--- src/rtl/gci_std_fifo_pkg.sv ---
// gci_std_fifo_pkg: shared helpers for the gci_std synchronous FIFO family.
// Pointer/count width derivation, threshold compare helpers and reset constants.
package gci_std_fifo_pkg;

  // Pointers carry one extra wrap bit so full and empty stay distinguishable
  function automatic int fifoPtrWidth(input int depthN);
    return depthN + 1;
  endfunction

  // Almost-full style compare: level reached or passed
  function automatic logic atOrAbove(input logic [31:0] level, input logic [31:0] threshold);
    return (level >= threshold);
  endfunction

  // Almost-empty style compare: level at or under the mark
  function automatic logic atOrBelow(input logic [31:0] level, input logic [31:0] threshold);
    return (level <= threshold);
  endfunction

  localparam logic RESET_ERR   = 1'b0;
  localparam logic RESET_VALID = 1'b0;

endpackage

--- src/rtl/gci_std_sync_fifo_ram.sv ---
// gci_std_sync_fifo_ram: P_DEPTH x P_N dual-port storage, one write port.
// Read port is asynchronous by default; with GCI_STD_SYNC_FIFO_OUTREG_EN
// defined it becomes a registered, enabled read whose output register
// doubles as the FIFO output stage (reset to 0, held while not enabled).
module gci_std_sync_fifo_ram #(
  parameter int P_N       = 16,
  parameter int P_DEPTH   = 16,
  parameter int P_DEPTH_N = 4
) (
  input  logic                 iCLOCK,
`ifdef GCI_STD_SYNC_FIFO_OUTREG_EN
  input  logic                 inRESET,
  input  logic                 iRD_EN,
`endif
  input  logic                 iWR_EN,
  input  logic [P_DEPTH_N-1:0] iWR_ADDR,
  input  logic [P_N-1:0]       iWR_DATA,
  input  logic [P_DEPTH_N-1:0] iRD_ADDR,
  output logic [P_N-1:0]       oRD_DATA
);

  logic [P_N-1:0] mem [0:P_DEPTH-1];

  // Write port; contents are intentionally never reset
  always_ff @(posedge iCLOCK) begin
    if (iWR_EN) mem[iWR_ADDR] <= iWR_DATA;
  end

`ifdef GCI_STD_SYNC_FIFO_OUTREG_EN
  // Registered read: loads the head word when the top asks for it, else holds
  always_ff @(posedge iCLOCK or negedge inRESET) begin
    if (!inRESET)    oRD_DATA <= '0;
    else if (iRD_EN) oRD_DATA <= mem[iRD_ADDR];
  end
`else
  assign oRD_DATA = mem[iRD_ADDR];
`endif

endmodule

--- src/rtl/gci_std_sync_fifo_th.sv ---
// gci_std_sync_fifo_th: single-clock FIFO with programmable almost-full /
// almost-empty thresholds and sticky overflow/underflow flags.
// Optional output stage: define GCI_STD_SYNC_FIFO_OUTREG_EN for a registered
// first-word-fall-through read port (2-edge write-to-read latency).
module gci_std_sync_fifo_th
  import gci_std_fifo_pkg::*;
#(
  parameter int P_N       = 16,
  parameter int P_DEPTH   = 16,
  parameter int P_DEPTH_N = 4
) (
  input  logic                 iCLOCK,
  input  logic                 inRESET,
  input  logic                 iREMOVE,
  input  logic [P_DEPTH_N:0]   iAF_THRESHOLD,
  input  logic [P_DEPTH_N:0]   iAE_THRESHOLD,
  input  logic                 iERR_CLEAR,
  output logic [P_DEPTH_N:0]   oCOUNT,
  input  logic                 iWR_EN,
  input  logic [P_N-1:0]       iWR_DATA,
  output logic                 oWR_FULL,
  output logic                 oWR_ALMOST_FULL,
  output logic                 oWR_OVERFLOW,
  input  logic                 iRD_EN,
  output logic [P_N-1:0]       oRD_DATA,
  output logic                 oRD_EMPTY,
  output logic                 oRD_ALMOST_EMPTY,
  output logic                 oRD_UNDERFLOW
);

  localparam int PW = fifoPtrWidth(P_DEPTH_N);

  logic [PW-1:0] wrPtr;
  logic [PW-1:0] rdPtr;
  logic [PW-1:0] memCount;
  logic [PW-1:0] count;
  logic          full;
  logic          empty;
  logic          wrAccept;
  logic          rdAccept;
  logic          wrCommit;
  logic          rdAdvance;
  logic          overflow;
  logic          underflow;

  assign memCount = wrPtr - rdPtr;

`ifdef GCI_STD_SYNC_FIFO_OUTREG_EN
  logic outValid;
  // The output register is one of the P_DEPTH slots, so it counts toward full
  assign count     = memCount + PW'(outValid);
  assign empty     = !outValid;
  // Refill the output register whenever it is free or being consumed
  assign rdAdvance = !iREMOVE && (memCount != '0) && (!outValid || rdAccept);

  // Output-register occupancy
  always_ff @(posedge iCLOCK or negedge inRESET) begin
    if (!inRESET)       outValid <= RESET_VALID;
    else if (iREMOVE)   outValid <= 1'b0;
    else if (rdAdvance) outValid <= 1'b1;
    else if (rdAccept)  outValid <= 1'b0;
  end
`else
  assign count     = memCount;
  assign empty     = (memCount == '0);
  assign rdAdvance = rdAccept && !iREMOVE;
`endif

  assign full     = (count == PW'(P_DEPTH));
  assign wrAccept = iWR_EN && !full;
  assign rdAccept = iRD_EN && !empty;
  assign wrCommit = wrAccept && !iREMOVE;

  // Pointer update; flush overrides any access in the same cycle
  always_ff @(posedge iCLOCK or negedge inRESET) begin
    if (!inRESET) begin
      wrPtr <= '0;
      rdPtr <= '0;
    end else if (iREMOVE) begin
      wrPtr <= '0;
      rdPtr <= '0;
    end else begin
      if (wrCommit)  wrPtr <= wrPtr + PW'(1);
      if (rdAdvance) rdPtr <= rdPtr + PW'(1);
    end
  end

  // Sticky error flags; a fresh error beats a clear in the same cycle
  always_ff @(posedge iCLOCK or negedge inRESET) begin
    if (!inRESET) begin
      overflow  <= RESET_ERR;
      underflow <= RESET_ERR;
    end else if (iREMOVE) begin
      overflow  <= 1'b0;
      underflow <= 1'b0;
    end else begin
      if (iWR_EN && full)     overflow  <= 1'b1;
      else if (iERR_CLEAR)    overflow  <= 1'b0;
      if (iRD_EN && empty)    underflow <= 1'b1;
      else if (iERR_CLEAR)    underflow <= 1'b0;
    end
  end

  gci_std_sync_fifo_ram #(
    .P_N       (P_N),
    .P_DEPTH   (P_DEPTH),
    .P_DEPTH_N (P_DEPTH_N)
  ) ram (
    .iCLOCK   (iCLOCK),
`ifdef GCI_STD_SYNC_FIFO_OUTREG_EN
    .inRESET  (inRESET),
    .iRD_EN   (rdAdvance),
`endif
    .iWR_EN   (wrCommit),
    .iWR_ADDR (wrPtr[P_DEPTH_N-1:0]),
    .iWR_DATA (iWR_DATA),
    .iRD_ADDR (rdPtr[P_DEPTH_N-1:0]),
    .oRD_DATA (oRD_DATA)
  );

  assign oCOUNT           = count;
  assign oWR_FULL         = full;
  assign oRD_EMPTY        = empty;
  assign oWR_OVERFLOW     = overflow;
  assign oRD_UNDERFLOW    = underflow;
  assign oWR_ALMOST_FULL  = atOrAbove(32'(count), 32'(iAF_THRESHOLD));
  assign oRD_ALMOST_EMPTY = atOrBelow(32'(count), 32'(iAE_THRESHOLD));

endmodule
--- config.mk ---
export PLATFORM = sky130hd
export DESIGN_NAME = gci_std_sync_fifo_th
export DESIGN_NICKNAME = d
export VERILOG_FILES = /design/src/rtl/gci_std_fifo_pkg.sv /design/src/rtl/gci_std_sync_fifo_ram.sv /design/src/rtl/gci_std_sync_fifo_th.sv
export SDC_FILE = /design/constraint.sdc
export NUM_CORES = 1
export LEC_CHECK = 0
export ABC_AREA = 1
export CAP_MARGIN = 25
export CORE_ASPECT_RATIO = 0.7
export CORE_MARGIN = 4
export CORE_UTILIZATION = 50
export CTS_CLUSTER_SIZE = 28
export DETAILED_ROUTE_END_ITERATION = 8
export DONT_BUFFER_PORTS = 1
export HOLD_SLACK_MARGIN = 0.03
export PLACE_DENSITY = 0.62
export SYNTH_ARGS = -nofsm -noshare
export SYNTH_HDL_FRONTEND = slang
export SYNTH_SLANG_ARGS = --single-unit
--- constraint.sdc ---
create_clock -name iCLOCK -period 4.3 [get_ports iCLOCK]
set_input_delay 0.645 -clock iCLOCK [delete_from_list [all_inputs] [get_ports iCLOCK]]
set_output_delay 0.645 -clock iCLOCK [all_outputs]
set_load 0.005 [all_outputs]
==> flow_metrics.env <==
export IMPL_drt_wl_total_mm=26.72
export IMPL_drive_gt1_frac=0.1013
export IMPL_p_leak_nw=4.309
export IMPL_ios=59
export IMPL_critPathMostFrequentCell="nand2_1"
export IMPL_dp_slack_ns=1.076
export IMPL_finalHoldViolCount=0
export IMPL_die_w_um=187
export IMPL_cts_setup_buffers=0
export IMPL_netlist_area_leader_share=0.6855
export IMPL_synth_top_family_by_area="compound AO/OA/AOI/OAI gates"
export IMPL_cp_slowest_cell="xor2_1"
export IMPL_drtIter0Drc=718
export IMPL_htree_levels=1
export IMPL_overflow=0
export IMPL_hpwlAfterDp_mm=15.69
export IMPL_n_antenna_cell=0
export IMPL_vias_per_cell=5.904
export IMPL_synth_edf_count=256
export IMPL_synth_fa_ha_area_frac=0.01964
export IMPL_die_y_um=133.3
export IMPL_synthDistinctLibCells=32
export IMPL_syn_area_sq_um=11210
export IMPL_yosysMostFrequentCell="edfxtp_1"
export IMPL_grt_pass1_wl_mm=41.57
export IMPL_areaGrowthSynthToFinish_pct=11.67
export IMPL_power_density_nw_per_um2=564.3
export IMPL_synthCells=916
export IMPL_via_count=7203
export IMPL_synth_seq_cells=268
export IMPL_critPathMaxFanout=5
export IMPL_grt_pass1_vias=6797
export IMPL_initial_core_util=0.5133
export IMPL_seq_area_frac_synth=0.7123
export IMPL_cpPeakStageDelay_ns=0.43
export IMPL_worst_setup_path_start_kind="register"
export IMPL_tns_ns=0
export IMPL_required_ns=3.65
export IMPL_worst_setup_path_end_kind="primary output"
export IMPL_io_buffers=0
export IMPL_place_congestion=0.7869
export IMPL_synth_largest_area_cell="edfxtp_1"
export IMPL_ant_nets=0
export IMPL_min_period_ns=3.770
export IMPL_p_total_mw=7.067
export IMPL_timing_fmax_ghz=0.2653
export IMPL_fin_nets=968
export IMPL_rsz0062_at_grt="no"
export IMPL_setup_viol=0
export IMPL_utilization=0.5733
export IMPL_holdWs_ns=0.1580
export IMPL_grt_util_all_layers=0.2137
export IMPL_layout_setup_ws_ns=0.5301
export IMPL_status="completed"
export IMPL_synth_simple_area_share=0.1022
export IMPL_core_area_sq_um=21850
export IMPL_firstDrtPassIters=5
export IMPL_critPathTopFamily="adder cells"
export IMPL_netlist_top_cells_count="256 x edfxtp_1, 195 x nor2_1, 146 x o21ai_0, 42 x nand2_1, 39 x clkbuf_1"
export IMPL_cts_buffers_inserted=25
export IMPL_drt_wirelength_per_cell_um=21.90
export IMPL_synth_compound_area_frac=0.1233
export IMPL_syn_num_nets=965
export IMPL_final_cell_area_sq_um=12520
export IMPL_rows=45
export IMPL_finalCritPeriodShare=0.8767
export IMPL_hold_path_class="input pin to register"
export IMPL_path_clk_slew_ns=0.06
export IMPL_path_cells="inv_1 -> ha_1 -> fa_1 -> nand3b_1 -> nand2_1 -> xor2_1 -> ha_1 -> nand3_1 -> nand2_1 -> inv_1 -> nand3_1 -> nand2_1"
export IMPL_worst_pin_slew_ns=0.9371
export IMPL_synth_xor_area_share=0.008479
export IMPL_worstPathArrival_ns=3.12
export IMPL_dieArea_sq_um=24930
export IMPL_yosys_most_used_dff="edfxtp_1"
export IMPL_drv_slew=0
export IMPL_cts_resized=0
export IMPL_cts_sinks=268
export IMPL_cap_violations=0
export IMPL_clk_latency_ns=0.54
export IMPL_worstSetupPathType="register to primary output"
export IMPL_clock_path_buffers=3
export IMPL_peakVddDrop_uv=362.2
export IMPL_cts_tree="yes"
export IMPL_async_flop_share=0.04478
export IMPL_antenna_found_initial=0
export IMPL_final_cells=1220
export IMPL_cts_root_buf="clkbuf_16"
export IMPL_slew_headroom=0.3753
export IMPL_drcViolationCount=0
export IMPL_finalClockSkew_ns=0.008015
export IMPL_grt_start_max_net_pins=89
export IMPL_syn_avg_cell_area_sq_um=12.24
export IMPL_crit_buf_inv=2
export IMPL_post_place_cells=1173
export IMPL_muxShareOfSynthArea=0
export IMPL_yosysWarnings=0
export IMPL_placed_area_sq_um=11630
export IMPL_synth_area_leaders="edfxtp_1 69%, nor2_1 6.5%, o21ai_0 6.5%"
-- power breakdown --
group          total [mW]  switching [mW]  internal (mW)
sequential           2.98          0.0500           2.93
combinational        1.74            1.19          0.549
clock                2.35           0.937           1.41
total                7.07            2.18           4.89
-- state kept, by name, indices dropped and copies added (netlist names) --
signal	count
ram.mem	256
rdPtr	5
wrPtr	5
oRD_UNDERFLOW	1
oWR_OVERFLOW	1
-- layout by cell type, fill, tap and decap left out, types with 3 or more instances in the layout --
| cell | synthesis | routed |
|---|---|---|
| a21oi_1 | 30 | 30 |
| buf_4 | 1 | 30 |
| bufinv_16 | 0 | 5 |
| clkbuf_1 | 39 | 5 |
| clkbuf_16 | 0 | 25 |
| clkinv_1 | 2 | 7 |
| dfrtp_1 | 12 | 10 |
| edfxtp_1 | 256 | 256 |
| ha_1 | 16 | 16 |
| inv_1 | 35 | 33 |
| nand2_1 | 42 | 42 |
| nand3_1 | 21 | 21 |
| nand4_1 | 12 | 12 |
| nor2_1 | 195 | 179 |
| nor2_2 | 0 | 16 |
| o211ai_1 | 35 | 35 |
| o21ai_0 | 146 | 146 |
| o21ai_1 | 3 | 3 |
| o22ai_1 | 32 | 32 |
| xor2_1 | 8 | 8 |
-- what timing repair did --
action,4_1_cts,5_1_grt
hold endpoints to repair,12,0
setup endpoints to repair,0,0
hold buffers,1,0
-- kinds of logic after synthesis --
family | Yosys count
AO/OA/AOI/OAI | 249
XOR/XNOR | 10
flip-flops | 268
buffers and inverters | 94
adder cells (fa/ha/maj) | 17
AND/OR/NAND/NOR | 278
-- area by class of cell --
class	count	area (sq um)
flip-flops and latches	268	7993
clock inverters	14	206.4
well taps	282	352.8
clock buffers	32	671.9
repair buffers	33	275.3
multi-input cells	554	2884
fillers	1793	9323
inverters	37	140.1
-- metal layers --
layer	GRT usage	wire length, um	up-vias	share of wire
met4	0.04064	477	0	0.018
met3	0.04793	2221	40	0.083
li1	-	-	3342	-
met5	0	0	-	0
met1	0.3370	12560	3539	0.47
met2	0.3082	11460	282	0.43
-- final timing paths --
check                         startpoint               end  slack (ns)  depth (start not counted)
setup / recovery                wrPtr[0]  oRD_ALMOST_EMPTY        0.53                         12
hold / removal                   iREMOVE      oWR_OVERFLOW        0.16                          1
setup reg to reg                wrPtr[0]     ram.mem[8][1]        1.12                         10
hold reg to reg            oRD_UNDERFLOW     oRD_UNDERFLOW        0.55                          2
max in group asynchronous        inRESET          rdPtr[0]        3.29                          1
min in group asynchronous        inRESET          wrPtr[1]        0.56                          1
(Power assumes the default switching activity.)
